File: src/rtl/decode_pkg.sv
// rtl/decode_pkg.sv - shared decode-stage register file constants and types
package decode_pkg;

    localparam int REG_COUNT  = 8;
    localparam int REG_ADDR_W = 3;

    typedef logic [REG_ADDR_W-1:0] reg_addr_t;

    localparam reg_addr_t ZERO_REG = 3'd0;

endpackage

File: src/rtl/rf_read_port.sv
// rtl/rf_read_port.sv - combinational register read mux with hardwired zero register
module rf_read_port
    import decode_pkg::*;
#(
    parameter int WIDTH = 16
) (
    input  logic [REG_COUNT-1:1][WIDTH-1:0] regs,
    input  reg_addr_t                       addr,
    output logic [WIDTH-1:0]                data
);

    // Register 0 has no storage, so the array index is only used for 1..7.
    always_comb begin
        data = '0;
        if (addr != ZERO_REG) begin
            data = regs[addr];
        end
    end

endmodule

File: src/rtl/register_file_2r1w.sv
// rtl/register_file_2r1w.sv - 8 x WIDTH register file, two async reads, one sync write
module register_file_2r1w
    import decode_pkg::*;
#(
    parameter int WIDTH = 16
) (
    input  logic             clk,
    input  logic             reset,
    input  reg_addr_t        ra,
    input  reg_addr_t        rb,
    input  logic [WIDTH-1:0] d,
    input  reg_addr_t        writeAddr,
    input  logic             writeEnable,
    output logic [WIDTH-1:0] a,
    output logic [WIDTH-1:0] b
);

    logic [REG_COUNT-1:1][WIDTH-1:0] regs;

    // Writes to register 0 are dropped; reads never bypass a same-cycle write.
    always_ff @(posedge clk or posedge reset) begin
        if (reset) begin
            regs <= '0;
        end else if (writeEnable && (writeAddr != ZERO_REG)) begin
            regs[writeAddr] <= d;
        end
    end

    rf_read_port #(.WIDTH(WIDTH)) u_read_a (
        .regs (regs),
        .addr (ra),
        .data (a)
    );

    rf_read_port #(.WIDTH(WIDTH)) u_read_b (
        .regs (regs),
        .addr (rb),
        .data (b)
    );

endmodule

File: config.mk
export PLATFORM = sky130hd
export DESIGN_NAME = register_file_2r1w
export DESIGN_NICKNAME = d
export VERILOG_FILES = /design/src/rtl/decode_pkg.sv /design/src/rtl/rf_read_port.sv /design/src/rtl/register_file_2r1w.sv
export SDC_FILE = /design/constraint.sdc
export NUM_CORES = 1
export LEC_CHECK = 0
export CAP_MARGIN = 10
export CELL_PAD_IN_SITES_DETAIL_PLACEMENT = 1
export CELL_PAD_IN_SITES_GLOBAL_PLACEMENT = 1
export CORE_UTILIZATION = 40
export CTS_BUF_LIST = sky130_fd_sc_hd__clkbuf_8
export DETAILED_ROUTE_END_ITERATION = 6
export GPL_ROUTABILITY_DRIVEN = 1
export PLACE_DENSITY = 0.76
export SLEW_MARGIN = 15
export SYNTH_ARGS = -nofsm -noshare
export SYNTH_HDL_FRONTEND = slang
export SYNTH_SLANG_ARGS = --single-unit
File: constraint.sdc
create_clock -name clk -period 9.7 [get_ports clk]
set_input_delay 1.94 -clock clk [delete_from_list [all_inputs] [get_ports clk]]
set_output_delay 1.94 -clock clk [all_outputs]
set_load 0.02 [all_outputs]
==> results.yml, run 1 <==
status:
  outcome: "finished, final reports clean"
power:
  powerDensity_nw_per_um2: 195
  irDropWorstVdd_mv: 0.0798
  p_leak_uw: 0.00299
global_routing:
  grt_max_degree: 62
  antenna_found_initial: 0
  grt_pass1_vias: 4525
  grt_overflow: 0
  grt_pass1_wl_um: 26000
  grt_usage_pct: 21.7
drt:
  drt_iter0_drc: 237
  drtAntennaViolNets: 0
  drc: 0
  wl_per_cell_um: 24.2
  dr.pass1.iters: 5
  drt_wl_total_um: 16200
  via_count: 4069
  viasPerCell: 6.06
finish:
  multi_input_area_um2: 3090
  syn2layout_area_growth_pct: 12.9
  drive_above_1_share_pct: 34.4
  top_regs: "regs x112"
  finalNetCount: 506
  fin_cells: 671
  diodes: 0
  fill_cells: 1539
  regMostFlops: "regs"
  regArea_um2: 2800
  largest_reg_flops: 112
  final_core_util_pct: 46.1
timing:
  min_period_ns: 7.06
  worst_pin_slew_ns: 1.17
  finalSetupViolCount: 0
  final.setup.tns_ns: 0
  period_share_pct: 72.8
  maxSlewHeadroom_pct: 21.9
  skew_ns: 0
  slew_violations: 0
  max_freq_ghz: 0.142
  hold_viol: 0
  rsz0062_at_grt: "no"
die:
  coreArea_um2: 15200
  start_util_pct: 40.9
  die_w_um: 127
  io-pin-count: 60
  die_height_um: 127
  die_area_um2: 16000
  std_cell_rows: 45
synth:
  syn_nets: 472
  yosysSeqAreaShare_pct: 45.1
  ys_seq_elements: 112
  yosys.area.top_type: "dfrtp_1"
  yosysWarningCount: 0
  synthDistinctLibCells: 24
  synthCells: 444
  postSynthAreaPerCell_um2: 14.0
  synth_top_area_share_pct: 45.1
  ys_top_cells_by_area: "dfrtp_1 (45%), mux2_2 (20%), mux2i_1 (10%), a221oi_1 (8.9%), mux2_4 (4.8%)"
  synth_area_um2: 6210
clocking:
  root_buffer: "clkbuf_8"
  cts_setup_buffers: 0
  clkTransAtPathRegs_ns: 0.10
  clockBufferDepth: 2
  cts_inserted_buffers: 9
  cts_hold_buf: 0
  cts.sinks: 112
  h-tree-depth: 3
  ctsResizeCount: 0
  cts_tree: "yes"
  clk_latency_ns: 0.39
critical_path:
  regToRegStartpoint: "regs[54]"
  cp_slowest_cell: "nor2b_2"
  worst_setup_path_end_kind: "primary output"
  crit_fanout: 19
  startpoint: "ra[0]"
  cp.required_ns: 7.76
  arrival_ns: 5.12
  critPathKind: "in -> out"
  slowest_delay_ns: 0.93
  setup.worst_path.start_class: "input pin"
  crit_chain: "clkdlybuf4s50_1 > nor2b_2 > a221oi_1 > a221oi_1 > clkdlybuf4s50_1"
job:
  max_cap_violations: 0
min_path:
  min-delay-start: "regs[52]"
  hold_path_class: "reg -> reg"
placed_design:
  dp.cells: 655
  place.gp.congestion: 0.720
  io_buffers: 59
  dp_hpwl_um: 9860
[metrics by stage]
stage / setup WS (ns) / power [uW] / hold WS (ns) / area [um2]
after global routing: 2.51 / 1440 / 0.555 / 7010
after floorplan: 4.60 / 909 / 0.479 / 6210
after global placement: 2.83 / 1010 / 0.489 / 6770
after CTS: 2.70 / 1380 / 0.528 / 7010
after detailed placement: 2.70 / 1040 / 0.503 / 6770
final: 2.64 / 1370 / 0.531 / 7010
[critical path, delay by kind of cell]
family / cells / cell delay [ns]
buffers and inverters: 2 / 1.59
AOI/OAI and AO/OA: 2 / 0.63
and+or+nand+nor: 1 / 0.93
[final timing paths]
check / end / slack, ns / cells after the start
setup / recovery: a[0] / 2.64 / 5
hold / removal: regs[52] / 0.53 / 1
setup reg to reg: regs[54] / 8.88 / 1
hold reg to reg: regs[52] / 0.53 / 1
max in group asynchronous: regs[70] / 6.45 / 3
min in group asynchronous: regs[97] / 1.99 / 2
[layout make-up]
class                      count  share of cell area [%]
multi-input combinational    288                    44.1
sequential                   112                    40.0
timing repair buffer          66                    9.03
tap                          188                    3.35
clock buffer                  10                    1.96
clock inverter                 6                    1.53
inverter                       1                  0.0892
[cell usage after synthesis]
master    instances
buf_8             2
mux2_1           11
nand2_2           1
a221oi_1         63
nor3_4            1
clkbuf_2          1
mux2_2          113
and2_1            2
clkbuf_1          5
nand4b_4          3
mux2_4           20
and4bb_1          2
buf_2            12
buf_6            11
nor2b_1           4
and3b_1           1
dfrtp_1         112
buf_1             3
mux2i_1          64
buf_4             9
a211oi_1          1
nand4_2           1
inv_1             1
nor2b_4           1
[power breakdown]
group | internal, uW | total (uW) | switching (uW)
Sequential | 570 | 649 | 78.8
Clock | 178 | 339 | 161
Combinational | 214 | 381 | 167
Total | 962 | 1370 | 407
[metal layers]
layer  GRT usage (%)  vias to the layer above  wire, um
met4            4.61                        0       129
met5               0                        -         0
met2            35.7                      119      7890
met1            29.5                     2136      7330
li1                -                     1806         -
met3            4.34                        8       868
[cells by family (layout without fill, tap and decap cells)]
family,after synthesis,count (layout),share of synthesized area [%]
multiplexers,208,208,37.6
flip-flops,112,112,45.1
AO/OA/AOI/OAI,64,64,9.00
buffers and inverters,44,83,5.16
AND/OR/NAND/NOR,16,16,3.08
[layout by cell type (no fill, tap or decap)]
| master | instances |
|---|---|
| a211oi_1 | 1 |
| a221oi_1 | 63 |
| and2_1 | 2 |
| and3b_1 | 1 |
| and4bb_1 | 2 |
| buf_2 | 2 |
| buf_4 | 7 |
| bufinv_16 | 3 |
| clkbuf_8 | 10 |
| clkdlybuf4s50_1 | 57 |
| clkinv_2 | 1 |
| clkinv_4 | 1 |
| dfrtp_1 | 112 |
| inv_1 | 1 |
| inv_4 | 1 |
| mux2_1 | 11 |
| mux2_2 | 113 |
| mux2_4 | 20 |
| mux2i_1 | 64 |
| nand2_2 | 1 |
| nand4_2 | 1 |
| nand4b_4 | 3 |
| nor2b_1 | 3 |
| nor2b_2 | 1 |
| nor2b_4 | 1 |
| nor3_4 | 1 |
No activity file was read; power rests on OpenSTA's default activity.
==> run 2: changes to the inputs <==
--- a/config.mk
+++ b/config.mk
@@ -12,7 +12,7 @@
 export CTS_BUF_LIST = sky130_fd_sc_hd__clkbuf_8
 export DETAILED_ROUTE_END_ITERATION = 6
 export GPL_ROUTABILITY_DRIVEN = 1
-export PLACE_DENSITY = 0.76
+export PLACE_DENSITY = 0.79
 export SLEW_MARGIN = 15
 export SYNTH_ARGS = -nofsm -noshare
 export SYNTH_HDL_FRONTEND = slang
==> constraint.sdc (replaced) <==
create_clock -name clk -period 6 [get_ports clk]
set_input_delay 1.2 -clock clk [delete_from_list [all_inputs] [get_ports clk]]
set_output_delay 1.2 -clock clk [all_outputs]
set_load 0.02 [all_outputs]
==> run 2 against run 1 <==
Against the previous run:
- critical path depth fell by 1
- worst hold slack about the same
- wire length increased by 2.2%
- count of clock-buffer cells in the layout is 3 higher
- sequential share of layout area down 0.071 points
- cell count up 1.0%
- clock power up 32%
- non-clock buffer count increased by 7
- sequential power is 62% higher
- power grew 55%
- critical path type unchanged
- critical endpoint is now b[14]
- largest cell class unchanged
- largest power group unchanged
- highest routed layer unchanged
==> results.yml, run 2 (synthesis gave the netlist of run 1 again) <==
drt:
  via_count: 4161
  drc: 0
  met3_length_um: 616
  routed.top_layer: "met4"
  wl_met2_um: 8180
  drtAntennaViolNets: 0
  viasPerCell: 6.14
  drt_wl_total_um: 16600
  drt_iter0_drc: 223
  dr.pass1.iters: 4
  wl_per_cell_um: 24.4
  wl_met1_um: 7480
timing:
  finalSetupViolCount: 0
  holdWs_ns: 0.531
  max_freq_ghz: 0.200
  period_share_pct: 83.3
  skew_ns: 0
  maxSlewHeadroom_pct: 23.6
  rsz0062_at_grt: "no"
  min_period_ns: 5.00
  worst_slack_ns: 1.00
  final.setup.tns_ns: 0
  worst_pin_slew_ns: 1.15
  hold_viol: 0
  slew_violations: 0
critical_path:
  regToRegStartpoint: "regs[51]"
  cpLargestDelayFamily: "buffers and inverters"
  crit_chain: "clkdlybuf4s50_1 > and2_1 > a221oi_1 > clkdlybuf4s50_1"
  path_buf_inv: 2
  cp_slowest_cell: "clkdlybuf4s50_1"
  cpMostUsedCell: "clkdlybuf4s50_1"
  crit_fanout: 16
  arrival_ns: 3.80
  setup.worst_path.start_class: "input pin"
  critPathKind: "in -> out"
  slowest_delay_ns: 0.92
  rr_endpoint: "regs[51]"
  cp.required_ns: 4.80
  rrSetupSlack_ns: 5.18
  reg2reg_depth: 1
  worst_setup_path_end_kind: "primary output"
clocking:
  clkTransAtPathRegs_ns: 0.11
  cts_setup_buffers: 0
  clk_latency_ns: 0.39
  ctsResizeCount: 0
  h-tree-depth: 3
  root_buffer: "clkbuf_8"
  cts_tree: "yes"
  cts_hold_buf: 0
  cts.sinks: 112
  clockBufferDepth: 2
  cts_inserted_buffers: 9
placed_design:
  io_buffers: 59
  dp_hpwl_um: 10800
  place.gp.congestion: 0.769
  post-place-ws_ns: 0.973
  dp.cells: 662
finish:
  top_regs: "regs x112"
  syn2layout_area_growth_pct: 13.1
  largest_reg_flops: 112
  diodes: 0
  finalNetCount: 513
  regMostFlops: "regs"
  drive_above_1_share_pct: 34.9
  fin_cells: 678
  layout_commonest_cell: "mux2_2"
  final_cell_mix: "mux2_2 (113), dfrtp_1 (112), mux2i_1 (64)"
global_routing:
  grt_pass1_vias: 4634
  grt_overflow: 0
  antenna_found_initial: 0
  grt_usage_pct: 22.0
  grt_max_degree: 60
  grt_pass1_wl_um: 26700
power:
  power.total_uw: 2130
  irDropWorstVdd_mv: 0.153
  p_leak_uw: 0.00301
  powerDensity_nw_per_um2: 303
die:
  die_w_um: 127
  std_cell_rows: 45
  start_util_pct: 40.9
  die_area_um2: 16000
  coreArea_um2: 15200
  die_height_um: 127
  io-pin-count: 60
min_path:
  holdPathStages: 1
  worstHoldEndpoint: "regs[52]"
  min-delay-start: "regs[52]"
  hold_path_class: "reg -> reg"
status:
  outcome: "finished, final reports clean"
job:
  max_cap_violations: 0
[run 2: cell count changes in the layout (fill, tap and decap cells not counted), sizes merged]
| cell | delta |
|---|---|
| buf | +7 |
| bufinv | -3 |
| clkbuf | +3 |
| clkinv | -1 |
| inv | +1 |
[run 2: area by class of cell]
class / count / area, um2
clock buffers: 13 / 179
clock inverters: 3 / 16.3
fillers: 1533 / 8180
inverters: 1 / 6.26
multi-input cells: 288 / 3090
flip-flops and latches: 112 / 2800
well taps: 188 / 235
repair buffers: 73 / 698
[run 2: how the worst max path moves through the flow]
stage	from	end	slack, ns	depth (start not counted)
after global placement	rb[0]	b[14]	1.08	4
after floorplan	reset	regs[0]	1.84	1
after global routing	rb[0]	b[14]	0.91	4
after CTS	rb[0]	b[0]	0.97	4
after detailed placement	rb[0]	b[0]	0.97	4
final	rb[0]	b[14]	1.00	4
[run 2: where the power goes]
part | total [uW] | leakage [uW] | switching, uW | internal [uW]
clock network | 449 | 0.000108 | 254 | 195
registers | 1050 | 0.00134 | 132 | 921
logic | 624 | 0.00156 | 273 | 350
total | 2130 | 0.00301 | 660 | 1470
[run 2: routing by layer]
layer  GRT usage, %  up-vias
met4           6.17        0
met5              0        -
met1           29.5     2236
met3           4.64       19
li1               -     1809
met2           36.1       97
[run 2: metrics by stage]
stage	util, %	cell area [um2]
after floorplan	-	6210
after global placement	44.9	6830
after detailed placement	44.9	6830
after CTS	46.2	7030
after global routing	46.2	7030
final	46.2	7030
